<file path="config.mk">
export PLATFORM = sky130hd
export DESIGN_NAME = instruction_fetch
export DESIGN_NICKNAME = d
export VERILOG_FILES = /design/src/rtl/instruction_fetch.sv
export SDC_FILE = /design/constraint.sdc
export NUM_CORES = 1
export LEC_CHECK = 0
export CAP_MARGIN = 5
export CORE_MARGIN = 3
export CORE_UTILIZATION = 36
export DETAILED_ROUTE_END_ITERATION = 6
export GPL_TIMING_DRIVEN = 0
export PLACE_DENSITY = 0.74
export SYNTH_ARGS = -nofsm -noshare
export SYNTH_HDL_FRONTEND = slang
export SYNTH_SLANG_ARGS = --single-unit
</file>
<file path="constraint.sdc">
create_clock -name clk -period 1.2 [get_ports clk]
set_input_delay 0.24 -clock clk [delete_from_list [all_inputs] [get_ports clk]]
set_output_delay 0.24 -clock clk [all_outputs]
set_load 0.05 [all_outputs]
</file>
<file path="src/rtl/instruction_fetch.sv">
// Sequential fetch unit: owns the program counter, reads a combinational program
// memory and hands instructions to the decoder over a valid/ready handshake.
//
// state   | meaning
// --------+--------------------------------------------------------------
// FETCH   | no instruction held; load the word at pc on the next edge
// HOLD    | instr/instr_pc valid, waiting for the decoder to take it
// HALTED  | everything frozen until reset
module instruction_fetch #(
    parameter int ADDR_WIDTH  = 5,
    parameter int INSTR_WIDTH = 8
) (
    input  logic                   clk,
    input  logic                   reset,
    output logic [ADDR_WIDTH-1:0]  pm_addr,
    input  logic [INSTR_WIDTH-1:0] pm_data,
    output logic [INSTR_WIDTH-1:0] instr,
    output logic [ADDR_WIDTH-1:0]  instr_pc,
    output logic                   instr_valid,
    input  logic                   instr_ready,
    input  logic                   jump_en,
    input  logic [ADDR_WIDTH-1:0]  jump_addr,
    input  logic                   halt,
    output logic [ADDR_WIDTH-1:0]  pc,
    output logic                   halted
);

    typedef enum logic [1:0] {
        S_FETCH  = 2'd0,
        S_HOLD   = 2'd1,
        S_HALTED = 2'd2
    } state_t;

    state_t                 state_q, state_d;
    logic [ADDR_WIDTH-1:0]  pc_q, pc_d;
    logic [INSTR_WIDTH-1:0] instr_q, instr_d;
    logic [ADDR_WIDTH-1:0]  instr_pc_q, instr_pc_d;
    logic                   instr_valid_q, instr_valid_d;
    logic                   halted_q, halted_d;
    logic                   load;

    // A new word is loaded from FETCH, or from HOLD once the current one is taken.
    always_comb begin
        state_d       = state_q;
        pc_d          = pc_q;
        instr_d       = instr_q;
        instr_pc_d    = instr_pc_q;
        instr_valid_d = instr_valid_q;
        halted_d      = halted_q;
        load          = 1'b0;

        case (state_q)
            S_FETCH, S_HOLD: begin
                if (halt) begin
                    state_d       = S_HALTED;
                    instr_valid_d = 1'b0;
                    halted_d      = 1'b1;
                end else if (jump_en) begin
                    state_d       = S_FETCH;
                    instr_valid_d = 1'b0;
                    pc_d          = jump_addr;
                end else if (state_q == S_FETCH || instr_ready) begin
                    load = 1'b1;
                end
            end
            default: begin
                state_d = state_q;
            end
        endcase

        if (load) begin
            state_d       = S_HOLD;
            instr_d       = pm_data;
            instr_pc_d    = pc_q;
            pc_d          = pc_q + 1'b1;
            instr_valid_d = 1'b1;
        end
    end

    always_ff @(posedge clk) begin
        if (reset) begin
            state_q       <= S_FETCH;
            pc_q          <= '0;
            instr_q       <= '0;
            instr_pc_q    <= '0;
            instr_valid_q <= 1'b0;
            halted_q      <= 1'b0;
        end else begin
            state_q       <= state_d;
            pc_q          <= pc_d;
            instr_q       <= instr_d;
            instr_pc_q    <= instr_pc_d;
            instr_valid_q <= instr_valid_d;
            halted_q      <= halted_d;
        end
    end

    assign pm_addr     = pc_q;
    assign pc          = pc_q;
    assign instr       = instr_q;
    assign instr_pc    = instr_pc_q;
    assign instr_valid = instr_valid_q;
    assign halted      = halted_q;

endmodule

</file>
==> results of run 1 <==
-- cells by family after synthesis --
family | Yosys count | synth area share
AND/OR/NAND/NOR | 44 | 0.212
AO/OA/AOI/OAI | 27 | 0.211
flip-flops | 21 | 0.445
buffers and inverters | 16 | 0.109
multiplexers | 1 | 0.0106
adder cells (fa/ha/maj) | 1 | 0.0132
-- layer usage --
metal  GRT usage  part of all wire  vias up
li1            -                 -      505
met1       0.237              0.42      486
met2       0.328              0.49       38
met3      0.0362             0.065        6
met4      0.0464             0.021        0
met5           0                 0        -
-- flip-flops by register name, indices dropped and copies added, names as in the netlist --
register,cells
instr,8
instr_pc,5
pc,5
halted,1
instr_valid,1
state_q,1
-- worst min path at each step --
stage | end | startpoint | cells past startpoint
2_1_floorplan | pc[2]$_SDFFE_PP0P_ | reset | 1
3_3_place_gp | instr[6]$_SDFFE_PP0P_ | instr[6]$_SDFFE_PP0P_ | 2
3_5_place_dp | instr[6]$_SDFFE_PP0P_ | instr[6]$_SDFFE_PP0P_ | 2
4_1_cts | state_q[1]$_SDFFE_PP0P_ | halt | 3
5_1_grt | state_q[1]$_SDFFE_PP0P_ | halt | 3
6_report | state_q[1]$_SDFFE_PP0P_ | halt | 3
-- timing repair --
| item | in CTS | in global routing |
|---|---|---|
| buffers inserted | 19 | 4 |
| hold buffers | 0 | 0 |
| pin swaps | 10 | 13 |
| setup endpoints to repair | 43 | 29 |
| gates resized for setup | 168 | 50 |
| gates cloned | 2 | 0 |
-- worst register-to-register path, stage by stage, from the launching register on --
cell and delay [ns]:
sky130_fd_sc_hd__dfxtp_4 0.39, sky130_fd_sc_hd__nand2b_4 0.10, sky130_fd_sc_hd__o21a_4 0.22, sky130_fd_sc_hd__buf_6 0.13
sky130_fd_sc_hd__buf_6 0.11, sky130_fd_sc_hd__a311oi_2 0.23
-- area by class of cell --
| class | instances | area (um2) |
|---|---|---|
| repair buffers | 64 | 587 |
| clock buffers | 4 | 26.3 |
| inverters | 5 | 18.8 |
| plain buffers | 10 | 108 |
| well taps | 28 | 35.0 |
| flip-flops and latches | 21 | 447 |
| multi-input cells | 73 | 589 |
| fillers | 157 | 529 |
-- layout by cell type, fill, tap and decap left out, drive strengths merged --
cell / netlist / layout
buf: 9 / 51
nand2: 30 / 30
dfxtp: 21 / 21
a21oi: 17 / 17
clkdlybuf4s50: 0 / 14
clkbuf: 2 / 10
inv: 5 / 5
nor2: 5 / 5
nand3: 4 / 4
dlygate4sd2: 0 / 3
a211oi: 3 / 3
o32ai: 3 / 3
a311oi: 2 / 2
nand2b: 2 / 2
o21a: 2 / 2
nor3: 1 / 1
and2: 1 / 1
nor2b: 1 / 1
mux2i: 1 / 1
ha: 1 / 1
-- power by group through the flow --
| stage | registers [mW] | logic (mW) | clock network, mW |
|---|---|---|---|
| 2_1_floorplan | 0.899 | 0.198 | 0 |
| 3_3_place_gp | 0.786 | 0.484 | 0 |
| 3_5_place_dp | 0.787 | 0.491 | 0 |
| 4_1_cts | 0.763 | 0.586 | 0.341 |
| 5_1_grt | 0.773 | 0.695 | 0.371 |
| 6_report | 0.768 | 0.660 | 0.345 |
==> flow_summary.ini, run 1 <==
[timing]
report.final.hold_viol_count = 0
fmax_ghz = 0.778
grt_setup_unrepaired = true
final_critical_path_setup_slack_ns = -0.0852
finalClockSkew_ns = 0.00242
tightestPinTransition_ns = 0.325
min_period_ns = 1.29
timing.final.max_slew_violations = 0
fin_hold_ws_ns = 0.447
setup-violations-final = 10
min_period_over_period = 1.07
sum_of_negative_setup_slack_ns = -0.390
max-slew-margin-rel = 0.784

[final_layout]
area.growth.synth_to_final_pct = 91.7
finalCoreUtilization = 0.774
antenna_cells = 0
instances_no_fill = 205
post_route_cells_drive_above_1_share = 0.610
total_non_filler_cell_area_in_the_finished_layout_um2 = 1810
num-nets-final = 197

[die]
row_count = 17
ios = 43
initial_core_util = 0.404
std_cell_core_area_um2 = 2340
dieWidth_um = 57.2
fp.dieArea_um2 = 3270
floorplan.die.height_um = 57.2

[power_and_ir_drop]
powerDensity_nw_per_um2 = 979
power.switching_fraction = 0.348
netSwitchingPower_mw = 0.617
vdd_drop_max_v = 0.000703
p_comb_frac = 0.372
int_pwr_mw = 1.16
pwr_total_mw = 1.77
clock_share_of_power = 0.195
cellLeakagePower_nw = 0.756
power.sequential.fraction = 0.433

[yosys]
area_leader_netlist = sky130_fd_sc_hd__dfxtp_1
post_synth_main_area_contributors = sky130_fd_sc_hd__dfxtp_1, sky130_fd_sc_hd__nand2_1, sky130_fd_sc_hd__a21oi_1, sky130_fd_sc_hd__buf_4, sky130_fd_sc_hd__a21oi_2
synth_most_common_cell = sky130_fd_sc_hd__nand2_1
ys_async_rst_share = 0
synth_edf_count = 0
yosys-top-cells-count = sky130_fd_sc_hd__nand2_1, sky130_fd_sc_hd__dfxtp_1, sky130_fd_sc_hd__a21oi_1
postSynthAreaPerCell_um2 = 8.59
ys_warn_count = 0
synthDominantCellAreaShare = 0.445
ys_seq_elements = 21
synth_fp_nets = 129
syn_area_um2 = 945
syn-instance-count = 110
ys_dominant_reg_cell = sky130_fd_sc_hd__dfxtp_1
synth_sequential_area_ratio = 0.445
synth.lib_cells_used.distinct = 24

[clock_tree]
htree_levels = 1
cts_tree = yes
cts.reportedPaths.clkPinSlew_ns = 0.12
ctsLongestPathBuffers = 2
cts_buffers = 3
cts.sink_count = 21
ctsRootBufferMaster = sky130_fd_sc_hd__clkbuf_4
clock_latency_ns = 0.30

[routing]
vias_post_dr = 1035
detail_route.first_pass.iterations = 4
drt_iter0_drc = 13
remaining_drc_errors = 0
route.final.wire_length_mm = 3.19
avgViaCountPerCell = 5.05
routed_wire_length_per_instance_um = 15.5
post_drt_antenna_nets = 0

[critical_path]
worstReg2RegEnd = pc[0]$_SDFFE_PP0P_
path_delay_family = compound AO/OA/AOI/OAI gates
ff2ff_path_depth = 5
crit_arrival_ns = 1.49
worst_setup_path_start_kind = flip-flop
worst-r2r-setup-slack_ns = -0.09
crit_top_cell = sky130_fd_sc_hd__buf_6
critical_path.endpoint_type = flip-flop
cp_max_fo = 5
critical_path_buf_inv_count = 2
critPathRequiredTime_ns = 1.41
crit-reg2reg-launch = instr_valid$_SDFFE_PP0P_
timing.setup.critical_path_class = flip-flop to flip-flop
critical-path-slowest-cell = sky130_fd_sc_hd__dfxtp_4
maximum_single_stage_delay_on_the_critical_path_ns = 0.39
worst_setup_path_startpoint = instr_valid$_SDFFE_PP0P_
cp.depth = 5
endpoint = pc[0]$_SDFFE_PP0P_
crit_path_cell_trace = nand2b_4 > o21a_4 > buf_6 > buf_6 > a311oi_2

[global_routing]
grt_overflow_total = 0
grt_first_pass_wirelength_mm = 4.89
grt_usage = 0.188
via_count_of_the_first_global_routing_pass = 1031
number_of_antenna_violations_at_the_first_check_in_global_routing = 0
grt_start_max_net_pins = 12

[placement]
routabilityCongestion = 0.723
dpl.cell_count = 180
dp_hpwl_mm = 1.72
pre_cts_ws_ns = -0.597
placement.io_buffers = 42
placedInstanceArea_um2 = 1430

[run_status]
failed_checks = negative setup slack
run_status = finished with violations

[run]
timing.max_cap.violations = 0

[hold_path]
class_of_the_most_critical_hold_timing_path = primary input to flip-flop
No activity file was read; power rests on OpenSTA's default activity.
==> run 2: changes to the inputs <==
Settings changed: ABC_CLOCK_PERIOD_IN_PS set to 1200, CORE_MARGIN 3 to 4.
==> flow_summary.ini, run 2 (same netlist as run 1, synthesis figures left out) <==
[timing]
tightestPinTransition_ns = 0.306
min_period_ns = 1.26
timing.final.max_slew_violations = 0
final_critical_path_setup_slack_ns = -0.0587
fmax_ghz = 0.794
max-slew-margin-rel = 0.796
sum_of_negative_setup_slack_ns = -0.217
grt_setup_unrepaired = true
setup-violations-final = 6
finalClockSkew_ns = 0.00429
report.final.hold_viol_count = 0
min_period_over_period = 1.05

[clock_tree]
cts.sink_count = 21
ctsLongestPathBuffers = 2
ctsHoldBuffers = 0
htree_levels = 1
cts.reportedPaths.clkPinSlew_ns = 0.12
ctsRootBufferMaster = sky130_fd_sc_hd__clkbuf_4
cts_tree = yes
cts_buffers = 3
clock_latency_ns = 0.30

[power_and_ir_drop]
int_pwr_mw = 1.15
p_comb_frac = 0.365
vdd_drop_max_v = 0.000608
power.switching_fraction = 0.340
clock_share_of_power = 0.195
netSwitchingPower_mw = 0.592
powerDensity_nw_per_um2 = 1000
cellLeakagePower_nw = 0.711
power.sequential.fraction = 0.440

[routing]
post_drt_antenna_nets = 0
remaining_drc_errors = 0
detail_route.first_pass.iterations = 5
vias_post_dr = 1010
avgViaCountPerCell = 4.98
routed_wire_length_per_instance_um = 14.8
drt_iter0_drc = 22
route.final.wire_length_mm = 3.01

[final_layout]
post_route_cells_drive_above_1_share = 0.549
largest_reg_flops = 8
mostFrequentLayoutCell = sky130_fd_sc_hd__nand2_1
layout.cells.most_common_list = sky130_fd_sc_hd__nand2_1, sky130_fd_sc_hd__buf_4, sky130_fd_sc_hd__dfxtp_1, sky130_fd_sc_hd__clkdlybuf4s50_1
antenna_cells = 0
instances_no_fill = 203
fill_cells = 198
finalCoreUtilization = 0.694
area.growth.synth_to_final_pct = 83.6
num-nets-final = 193

[placement]
routabilityCongestion = 0.777
dpl.cell_count = 182
placement.io_buffers = 42
dp_hpwl_mm = 1.71

[global_routing]
number_of_antenna_violations_at_the_first_check_in_global_routing = 0
grt_overflow_total = 0
via_count_of_the_first_global_routing_pass = 1006
grt_first_pass_wirelength_mm = 4.49
grt_start_max_net_pins = 12
grt_usage = 0.165

[die]
fp.dieArea_um2 = 3510
std_cell_core_area_um2 = 2500
ios = 43
initial_core_util = 0.378
row_count = 18
dieWidth_um = 59.2
floorplan.die.height_um = 59.2

[run_status]
run_status = finished with violations
failed_checks = negative setup slack

[critical_path]
worst-r2r-setup-slack_ns = -0.06
critPathRequiredTime_ns = 1.39
timing.setup.critical_path_class = flip-flop to flip-flop
worst_setup_path_start_kind = flip-flop
critical_path.endpoint_type = flip-flop
ff2ff_path_depth = 5
crit_arrival_ns = 1.45
crit-reg2reg-launch = state_q[1]$_SDFFE_PP0P_
cp_max_fo = 5
worstReg2RegEnd = pc[2]$_SDFFE_PP0P_

[hold_path]
class_of_the_most_critical_hold_timing_path = primary input to flip-flop
hold_depth = 3
hold_path.startpoint = halt
whs_endpoint = state_q[1]$_SDFFE_PP0P_

[run]
timing.max_cap.violations = 0
## run 2: cell count changes in the layout (fill, tap and decap cells not counted), moves of 2 or more
cell                       delta
sky130_fd_sc_hd__nand2_4      -2
sky130_fd_sc_hd__nand2_1      +8
sky130_fd_sc_hd__buf_2        -3
sky130_fd_sc_hd__clkbuf_4     +4
sky130_fd_sc_hd__nand2_2      -6
sky130_fd_sc_hd__buf_4        +2
sky130_fd_sc_hd__buf_6        -6
## run 2: worst max-delay path by stage
stage	startpoint	end	slack [ns]	depth (start not counted)
2_1_floorplan	instr_valid$_SDFFE_PP0P_	pc[0]$_SDFFE_PP0P_	-0.005	5
3_3_place_gp	jump_en	instr_pc[0]$_SDFFE_PP0P_	-0.53	6
3_5_place_dp	jump_en	instr_pc[1]$_SDFFE_PP0P_	-0.56	6
4_1_cts	state_q[1]$_SDFFE_PP0P_	pc[2]$_SDFFE_PP0P_	-0.07	5
5_1_grt	instr_valid$_SDFFE_PP0P_	pc[2]$_SDFFE_PP0P_	-0.14	5
6_report	state_q[1]$_SDFFE_PP0P_	pc[2]$_SDFFE_PP0P_	-0.06	5
## run 2: what timing repair did
action / 4_1_cts / 5_1_grt
buffers inserted: 14 / 3
gates resized for setup: 158 / 43
pin swaps: 9 / 9
endpoints found under the setup margin: 43 / 32
cloned: 3 / 0
## run 2: worst max-delay path: stages (launching register included)
cell and delay [ns]:
sky130_fd_sc_hd__dfxtp_4 0.37, sky130_fd_sc_hd__nor3_4 0.15, sky130_fd_sc_hd__and2_4 0.20, sky130_fd_sc_hd__buf_12 0.11, sky130_fd_sc_hd__mux2i_2 0.22, sky130_fd_sc_hd__o32ai_2 0.09
## run 2: per-stage QoR
stage | setup WS, ns | hold slack (ns) | cell area [um2] | total power [mW]
6_report | -0.0587 | 0.410 | 1730 | 1.74
5_1_grt | -0.141 | 0.408 | 1730 | 1.83
4_1_cts | -0.0704 | 0.407 | 1590 | 1.67
3_5_place_dp | -0.556 | 0.447 | 1430 | 1.28
3_3_place_gp | -0.529 | 0.441 | 1430 | 1.27
2_1_floorplan | -0.00540 | 0.347 | 975 | 1.10
## run 2: layout make-up
type,count,area (um2),share of cell area
inverter,5,18.8,0.0108
timing repair buffer,61,562,0.324
tap,30,37.5,0.0216
clock buffer,4,26.3,0.0152
sequential,21,447,0.258
buffer,9,92.6,0.0534
multi-input combinational,73,551,0.317
## run 2: layer usage
metal / track usage / up-vias / share of wire
met1: 0.196 / 469 / 0.39
li1: - / 494 / -
met5: 0 / - / 0
met2: 0.290 / 43 / 0.51
met4: 0.0356 / 0 / 0.0070
met3: 0.0501 / 4 / 0.090
## run 2: power by group through the flow
stage | logic [mW] | registers (mW) | clock network, mW
final | 0.635 | 0.764 | 0.339
after global routing | 0.668 | 0.772 | 0.391
after CTS | 0.560 | 0.761 | 0.350
after detailed placement | 0.489 | 0.788 | 0
after global placement | 0.485 | 0.786 | 0
after floorplan | 0.198 | 0.899 | 0
